**config.mk**
```make
export PLATFORM = sky130hd
export DESIGN_NAME = pc_fetch_ctrl
export DESIGN_NICKNAME = d
export VERILOG_FILES = /design/src/rtl/pc_fetch_ctrl.sv
export SDC_FILE = /design/constraint.sdc
export NUM_CORES = 1
export LEC_CHECK = 0
export ABC_AREA = 1
export ABC_CLOCK_PERIOD_IN_PS = 2600
export BUFFER_PORTS_ARGS = -buffer_cell sky130_fd_sc_hd__buf_4
export CORE_ASPECT_RATIO = 1.4
export CORE_UTILIZATION = 53
export CTS_CLUSTER_DIAMETER = 120
export CTS_CLUSTER_SIZE = 8
export DETAILED_ROUTE_END_ITERATION = 8
export PLACE_DENSITY = 0.8
export SYNTH_ARGS = -nofsm -noshare
export SYNTH_HDL_FRONTEND = slang
export SYNTH_SLANG_ARGS = --single-unit
```
**constraint.sdc**
```tcl
create_clock -name clk -period 2.6 [get_ports clk]
set_clock_uncertainty 0.2 [all_clocks]
set_input_delay 0 -clock clk [delete_from_list [all_inputs] [get_ports clk]]
set_output_delay 0 -clock clk [all_outputs]
set_load 0.01 [all_outputs]
```
**src/rtl/pc_fetch_ctrl.sv**
```systemverilog
// pc_fetch_ctrl: owns the MIPS program counter and sequences instruction
// fetch over a req/ack instruction-memory port.
//
// The next PC is sequential (+4), a branch or jump target, or the exception
// vector. The PC is held while the pipeline stalls. A response that arrives
// after a redirect is dropped, so it never produces instr_valid.
//
// Ports
//   clk            clock; all logic is on posedge
//   rst            synchronous, active-low reset
//   stall          pipeline cannot accept a new instruction
//   branch_taken   pulse: redirect to branch_target
//   branch_target  branch destination (bits [1:0] ignored)
//   jump           pulse: redirect to jump_target
//   jump_target    jump destination (bits [1:0] ignored)
//   exception      pulse: redirect to EXC_VECTOR and save epc
//   imem_req       fetch request, held until imem_ack
//   imem_addr      fetch address, always equal to pc
//   imem_ack       pulse: imem data valid this cycle
//   instr_valid    pulse: fetched word is good for the pipeline
//   pc             address of the current fetch or held instruction
//   epc            pc captured on exception or fetch timeout
//   fetch_err      pulse on fetch timeout
module pc_fetch_ctrl #(
   parameter int unsigned             WORD_SIZE    = 32,
   parameter logic [WORD_SIZE-1:0]    RESET_VECTOR = 32'h0000_0000,
   parameter logic [WORD_SIZE-1:0]    EXC_VECTOR   = 32'h8000_0180,
   parameter int unsigned             TIMEOUT      = 15
) (
   input  logic                 clk,
   input  logic                 rst,
   input  logic                 stall,
   input  logic                 branch_taken,
   input  logic [WORD_SIZE-1:0] branch_target,
   input  logic                 jump,
   input  logic [WORD_SIZE-1:0] jump_target,
   input  logic                 exception,
   output logic                 imem_req,
   output logic [WORD_SIZE-1:0] imem_addr,
   input  logic                 imem_ack,
   output logic                 instr_valid,
   output logic [WORD_SIZE-1:0] pc,
   output logic [WORD_SIZE-1:0] epc,
   output logic                 fetch_err
);

   localparam int unsigned CNT_W  = 8;
   localparam int unsigned PRIO_W = 2;

   localparam logic [WORD_SIZE-1:0] ALIGN_MASK = ~(WORD_SIZE'(3));
   localparam logic [CNT_W-1:0]     CNT_LIMIT  = CNT_W'(TIMEOUT);

   // Redirect priorities; a higher value wins.
   localparam logic [PRIO_W-1:0] PRIO_BRANCH = PRIO_W'(1);
   localparam logic [PRIO_W-1:0] PRIO_JUMP   = PRIO_W'(2);
   localparam logic [PRIO_W-1:0] PRIO_EXC    = PRIO_W'(3);

   typedef enum logic [1:0] {
      IDLE = 2'd0,
      REQ  = 2'd1,
      HOLD = 2'd2
   } state_t;

   state_t               state,       state_d;
   logic [WORD_SIZE-1:0] pc_d,        epc_d;
   logic                 redir_pend,  redir_pend_d;
   logic [WORD_SIZE-1:0] redir_addr,  redir_addr_d;
   logic [PRIO_W-1:0]    redir_prio,  redir_prio_d;
   logic [CNT_W-1:0]     wait_cnt,    wait_cnt_d;
   logic                 imem_req_d;
   logic                 instr_valid_d;
   logic                 fetch_err_d;

   logic                 redir_now;
   logic [WORD_SIZE-1:0] redir_now_addr;
   logic [PRIO_W-1:0]    redir_now_prio;
   logic                 take_now;
   logic [WORD_SIZE-1:0] sel_addr;
   logic [WORD_SIZE-1:0] pc_seq;

   assign imem_addr = pc;
   assign pc_seq    = pc + WORD_SIZE'(4);

   // Highest-priority redirect requested this cycle; lower ones are lost.
   always_comb begin
      redir_now      = 1'b0;
      redir_now_addr = '0;
      redir_now_prio = '0;
      if (exception) begin
         redir_now      = 1'b1;
         redir_now_addr = EXC_VECTOR;
         redir_now_prio = PRIO_EXC;
      end else if (jump) begin
         redir_now      = 1'b1;
         redir_now_addr = jump_target & ALIGN_MASK;
         redir_now_prio = PRIO_JUMP;
      end else if (branch_taken) begin
         redir_now      = 1'b1;
         redir_now_addr = branch_target & ALIGN_MASK;
         redir_now_prio = PRIO_BRANCH;
      end
   end

   // A same-cycle redirect displaces a pending one of lower or equal priority.
   assign take_now = redir_now && (!redir_pend || (redir_now_prio >= redir_prio));
   assign sel_addr = take_now ? redir_now_addr : redir_addr;

   // Next-state and next-output logic.
   always_comb begin
      state_d       = state;
      pc_d          = pc;
      epc_d         = epc;
      redir_pend_d  = redir_pend;
      redir_addr_d  = redir_addr;
      redir_prio_d  = redir_prio;
      wait_cnt_d    = wait_cnt;
      instr_valid_d = 1'b0;
      fetch_err_d   = 1'b0;

      if (exception) begin
         epc_d = pc;
      end

      unique case (state)
         IDLE: begin
            // A late ack from before reset is ignored here.
            state_d    = REQ;
            wait_cnt_d = '0;
            if (redir_now) begin
               pc_d = redir_now_addr;
            end
         end

         REQ: begin
            if (imem_ack) begin
               wait_cnt_d   = '0;
               redir_pend_d = 1'b0;
               if (redir_now || redir_pend) begin
                  // Response belongs to a fetch that was redirected: drop it.
                  pc_d = sel_addr;
               end else begin
                  instr_valid_d = 1'b1;
                  if (stall) begin
                     state_d = HOLD;
                  end else begin
                     pc_d = pc_seq;
                  end
               end
            end else if (wait_cnt == CNT_LIMIT) begin
               fetch_err_d  = 1'b1;
               epc_d        = pc;
               pc_d         = EXC_VECTOR;
               redir_pend_d = 1'b0;
               wait_cnt_d   = '0;
            end else begin
               wait_cnt_d = wait_cnt + CNT_W'(1);
               if (take_now) begin
                  redir_pend_d = 1'b1;
                  redir_addr_d = redir_now_addr;
                  redir_prio_d = redir_now_prio;
               end
            end
         end

         HOLD: begin
            // A redirect overrides the stall.
            if (redir_now) begin
               pc_d       = redir_now_addr;
               state_d    = REQ;
               wait_cnt_d = '0;
            end else if (!stall) begin
               pc_d       = pc_seq;
               state_d    = REQ;
               wait_cnt_d = '0;
            end
         end

         default: begin
            state_d = IDLE;
         end
      endcase

      imem_req_d = (state_d == REQ);
   end

   // State and output registers.
   always_ff @(posedge clk) begin
      if (!rst) begin
         state       <= IDLE;
         pc          <= RESET_VECTOR;
         epc         <= '0;
         redir_pend  <= 1'b0;
         redir_addr  <= '0;
         redir_prio  <= '0;
         wait_cnt    <= '0;
         imem_req    <= 1'b0;
         instr_valid <= 1'b0;
         fetch_err   <= 1'b0;
      end else begin
         state       <= state_d;
         pc          <= pc_d;
         epc         <= epc_d;
         redir_pend  <= redir_pend_d;
         redir_addr  <= redir_addr_d;
         redir_prio  <= redir_prio_d;
         wait_cnt    <= wait_cnt_d;
         imem_req    <= imem_req_d;
         instr_valid <= instr_valid_d;
         fetch_err   <= fetch_err_d;
      end
   end

endmodule

```
Yosys cells after proc, flatten, opt, wreduce, memory -nomap -nowiden
Index checks and enable logic that the tools add are counted.
{"block": "word_totals", "ff_bits": 112, "input_bits": 71, "out_inout_bits": 99, "elab_cells": 75}
{"block": "op_classes", "n_addsub": 2, "magnitude_cmp": 1, "eq_ne": 7, "mux": 37, "bitwise_logic": 4, "n_reduce_logical": 14}
{"op": "$mux W32", "count": 14}
{"op": "$pmux W32 S3", "count": 1}
{"op": "$add A32 B3 Y32 const B", "count": 1}
{"op": "$mux W8", "count": 4}
{"op": "$pmux W8 S3", "count": 1}
{"op": "$mux W2", "count": 7}
{"op": "$mux W1", "count": 9}
{"op": "$reduce_and A3 Y1", "count": 3}
{"op": "$add A8 B1 Y8 const B", "count": 1}
{"op": "$eq A8 B4 Y1 const B", "count": 1}
{"op": "$ne A3 B3 Y1 const B", "count": 2}
{"op": "$pmux W2 S3", "count": 1}
{"op": "$reduce_bool A3 Y1", "count": 2}
{"op": "$eq A2 B1 Y1 const B", "count": 2}
{"op": "$not A1 Y1", "count": 4}
{"op": "$reduce_and A2 Y1", "count": 2}
{"op": "$reduce_and A4 Y1", "count": 1}
{"op": "$reduce_or A3 Y1", "count": 1}
{"op": "$eq A2 B2 Y1 const B", "count": 1}
{"op": "$ge A2 B2 Y1", "count": 1}
{"op": "$logic_not A2 Y1", "count": 1}
{"op": "$logic_or A1 B1 Y1", "count": 2}
{"op": "$ne A2 B2 Y1 const B", "count": 1}
{"op": "$logic_and A1 B1 Y1", "count": 1}
{"op": "$logic_not A1 Y1", "count": 1}

Depth between registers and ports, before layout
{"block": "logic_depth", "word_depth": 10, "mapped_depth": 16, "mapped_depth_nobuf": 15}

Worst setup path after synthesis
Ideal clock, no wire load.
{"block": "synth_path", "path_kind": "input port to flip-flop", "startpoint": "in jump", "endpoint": "reg pc[9] (netlist: imem_addr[9])", "setup_ps": 70, "arrival_ps": 1956, "required_time_ps": 2330, "setup_slack_ps": 374, "cell_stages": 13, "n_path_buf": 3, "path_cell_list": "buf_2 -> nor2_4 -> buf_4 -> nor2_1 -> ha_1 -> o21ai_0 -> nand2_1 -> nand2_1 -> buf_4 -> o21ai_0 -> o22ai_1 -> nand2_1 -> a21oi_1"}
{"block": "synth_via", "elab_chain_cells": 9, "word_cells_on_any_way": 18, "classes_between": "order compare: 1; eq/ne: 1; mux: 12; reduce/logical: 4"}
{"element": "from (decl)", "line_no": "35", "text": "input logic jump,"}
{"element": "$mux W2", "line_no": "93", "text": "end else if (jump) begin"}
{"element": "$mux W2", "line_no": "89", "text": "if (exception) begin"}
{"element": "$ge A2 B2 Y1", "line_no": "105", "text": "assign take_now = redir_now && (!redir_pend || (redir_now_prio >= redir_prio));"}
{"element": "$logic_or A1 B1 Y1", "line_no": "105"}
{"element": "$logic_and A1 B1 Y1", "line_no": "105"}
{"element": "$mux W32"}
{"element": "$mux W32", "line_no": "138", "text": "if (redir_now || redir_pend) begin"}
{"element": "$mux W32", "line_no": "135", "text": "if (imem_ack) begin"}
{"element": "$pmux W32 S3", "line_no": "124", "text": "unique case (state)"}
{"element": "to (signal assigned)", "line_no": "201", "text": "pc <= pc_d;"}
{"element": "to (decl)", "line_no": "42", "text": "output logic [WORD_SIZE-1:0] pc,"}
Parallel ways exist; a longest one is shown, timed or not. The select of a mux whose other input is x is not followed.
A chain may end at the register's enable or synchronous reset.

Final worst setup path
{"block": "layout_path", "startpoint": "in exception", "endpoint": "reg pc[31] (netlist: imem_addr[31])"}
{"block": "layout_via", "elab_chain_cells": 8, "word_cells_on_any_way": 15, "classes_between": "order compare: 1; eq/ne: 1; mux: 9; reduce/logical: 4"}
{"element": "from (decl)", "line_no": "37", "text": "input logic exception,"}
{"element": "$mux W2", "line_no": "89"}
{"element": "$ge A2 B2 Y1", "line_no": "105"}
{"element": "$logic_or A1 B1 Y1", "line_no": "105"}
{"element": "$logic_and A1 B1 Y1", "line_no": "105"}
{"element": "$mux W32"}
{"element": "$mux W32", "line_no": "138"}
{"element": "$mux W32", "line_no": "135"}
{"element": "$pmux W32 S3", "line_no": "124"}
Parallel ways exist; a longest one is shown, timed or not. The select of a mux whose other input is x is not followed.

==> summary.md <==
| Metric | Value |
|---|---|
| Initial antenna violation count | 0 |
| Number of remaining DRC errors | 0 |
| CTS tree | done |
| Max Slew Vio Count | 0 |
| Post-place instance area | between 0.007 and 0.008 sq mm |
| Setup crit end kind | flop |
| Share of cells above drive strength 1 | 0.200 |
| Root Driver | clkbuf_16 |
| RR Startpoint | wait_cnt[0] |
| Worst endpoint required time | between 2000 and 3000 ps |
| CTS buffer count | 9 |
| N_diodes | 0 |
| Total wire length | about 21000 um |
| DRT antenna net count | 0 |
| Die Span Y | roughly 130 um |
| Fillers | 984 |
| Drt first pass iters | 6 |
| Post-Place Setup Slack | roughly 210 ps |
| Comb pwr share | 0.236 |
| Die X | 96.2 um |
| Yosys warnings | 0 |
| WHS Endpoint | imem_addr[27] |
| Sequential area share after synthesis | 0.341 |
| Peak supply drop | between 0.4 and 0.5 mV |
| Synth Net Count | 1081 |
| Fin util | 0.727 |
| Top post-synthesis cells by area | dfxtp_1 (34%), nand2_1 (14%), o21ai_0 (9.5%), nor2_1 (6.0%), a21oi_1 (5.8%) |
| Largest area contributor in the netlist | dfxtp_1 |
| Sequential Power Share | 0.419 |
| Synth Instances | between 1000 and 1500 |
| Slew of the pin with the lowest slew margin | between 700 and 800 ps |
| Fmax | about 400 MHz |
| Vias in the first global route | between 6000 and 7000 |
| Synth top area share | 0.341 |
| Synthesis-to-layout area growth | 31.8% |
| Total grt overflow | 0 |
| CP Data Arrival Time | approximately 2500 ps |
| CP startpoint kind | input port |
| Initial DRC Count | ~740 |
| P_int | 0.00326 W |
| Avg Vias per Cell | approximately 5.7 |
| Clock Latency Late Sink | about 350 ps |
| Minimum clock period | 2470 ps |
| Status | finished with violations |
| # IOs | 170 |
| Leak | roughly 3.9 nW |
| Setup TNS Final | 0 ps |
| Vias | between 7000 and 8000 |
| FF+latch count, synth | ~110 |
| Reg2Reg Depth | 9 |
| Core Area | between 0.01 and 0.015 sq mm |
| CTS clk-pin slew, worst paths | around 70 ps |
| Post-route cell area | just under 0.009 sq mm |
| First-pass GRT wire length | between 30000 and 40000 um |
| Async S/R FF share, synth | 0 |
| Number of H-tree levels | 3 |
| CP max FO | 42 |
| Synth cell count leaders | nand2_1 (238), o21ai_0 (125), dfxtp_1 (112) |
| Post-Synthesis Cell Area | approximately 0.0066 sq mm |
| Final worst slack | about 130 ps |
| Port Buf Inserts | between 150 and 200 |
| CTS Sinks | around 110 |
| Synth Flop Type | dfxtp_1 |
| Count of different cell masters after synthesis | 37 |
| Post-CTS Setup Inserts | 0 |
| NumNets Final | about 1300 |
| Gp weighted congestion | 0.893 |
| Die area | 0.0129 sq mm |
| Hold_ws | -9.91 ps |
| Hold/Removal Path Class | in -> reg |
| Relative slew slack | 0.533 |
| Largest net degree at the start of global routing | just under 80 |
| HPWL Detailed | approximately 14000 um |
| Setup Viol. Count Final | 0 |
| Count leader, synth | nand2_1 |
| Pwr Density | between 500 and 600 mW/mm^2 |
| Min-Delay Path Depth | 3 |
| Switching part of the total | 0.290 |
| Max-cap violations | 0 |
| Final hold vios | 2 |
| Final worst path period share | 0.949 |
| GRT Util Overall | 0.329 |
| Average wire per standard cell | between 15 and 20 um |
| Reg2reg setup slack | 270 ps |
| Avg Cell Area, Syn | around 6.6 sq um |
| FF-to-FF End | wait_cnt[6] |
| Max Buffers Root-to-Sink | 2 |
| Failing checks | negative hold slack |
| Rows | 47 |
| Psw | around 0.0013 W |
| Initial Utilization | 0.551 |
| Setup CP Type | in -> reg |
| Post-synth EDFFs | 0 |
| RSZ-0062 raised after global routing | no |
| Clock share of power | 0.345 |
| Worst Hold Launch | rst |
## power by group through the flow
stage	clock network, W	registers [W]	logic, W
2_1_floorplan	0	0.00198	0.000556
3_3_place_gp	0	0.00196	0.000947
3_5_place_dp	0	0.00196	0.000962
4_1_cts	0.00160	0.00192	0.00105
5_1_grt	0.00166	0.00194	0.00118
6_report	0.00158	0.00192	0.00108
## state kept, by name, indices dropped and copies added (netlist names)
name         count
epc             32
fetch_err        1
imem_addr       32
imem_req         1
instr_valid      1
redir_addr      32
redir_pend       1
redir_prio       2
state            2
wait_cnt         8
## placed cells by master (no fill, tap or decap), types with 5 or more instances in the layout
master / n
a211oi_1: 19
buf_4: 192
nand2_1: 238
dlygate4sd3_1: 56
xor2_1: 6
nor2_1: 106
nor2_2: 7
clkbuf_16: 9
nand3_1: 34
a22o_1: 15
nor3_1: 11
dfxtp_1: 112
a21oi_1: 76
o21ai_1: 10
ha_1: 9
nand4_1: 12
inv_2: 6
or2_2: 5
a31oi_1: 17
o22ai_1: 6
o211ai_1: 5
o21ai_0: 124
inv_1: 74
## through the flow
step	instances	power [W]
global route	1330	0.00478
finish	1330	0.00459
detailed placement	1258	0.00292
CTS	1330	0.00456
global placement	1258	0.00290
floorplan	1001	0.00254
## cell families after synthesis
family / count (synthesis) / share of synthesized area
compound gates: 281 / 0.241
buf+inv: 166 / 0.122
flops: 112 / 0.341
xor+xnor: 9 / 0.0120
fa+ha+maj: 9 / 0.0171
simple gates: 424 / 0.267
## worst max path at each step
stage	endpoint	slack (ps)	start	cells after the start
CTS	imem_addr[31]	90	exception	14
global route	imem_addr[31]	10	exception	14
global placement	imem_addr[9]	310	jump	12
floorplan	imem_addr[9]	370	jump	13
finish	imem_addr[31]	130	exception	14
detailed placement	imem_addr[9]	210	jump	12
## routing by layer
layer	share of wire	global-route usage
met1	0.41	0.426
met2	0.48	0.546
met3	0.080	0.0499
met4	0.023	0.121
met5	0	0
## area by class of cell
cell class / count / area (sq um) / share of cell area
tap: 147 / 184 / 0.0212
clock inverter: 5 / 105 / 0.0121
sequential: 112 / 2240 / 0.259
multi-input combinational: 723 / 3540 / 0.408
timing repair buffer: 252 / 2070 / 0.239
inverter: 80 / 300 / 0.0346
clock buffer: 11 / 233 / 0.0268
## critical path, cell delays in order
cell and delay, ps:
dlygate4sd3_1 530, buf_4 170, inv_2 80, buf_6 300
nand2_1 90, a31oi_1 240, dlygate4sd3_1 600, nand2_1 50
o21ai_0 120, nand2_1 90, nand2_1 80, nand2_1 50
nand2_1 50, a21oi_1 60
## repair_timing
action                                 CTS  global route
hold buffers                            56             0
setup endpoints to repair                0            20
resized for setup                        0             6
endpoints found under the hold margin   56             0
Note: power is estimated with default switching activity, not from simulation.
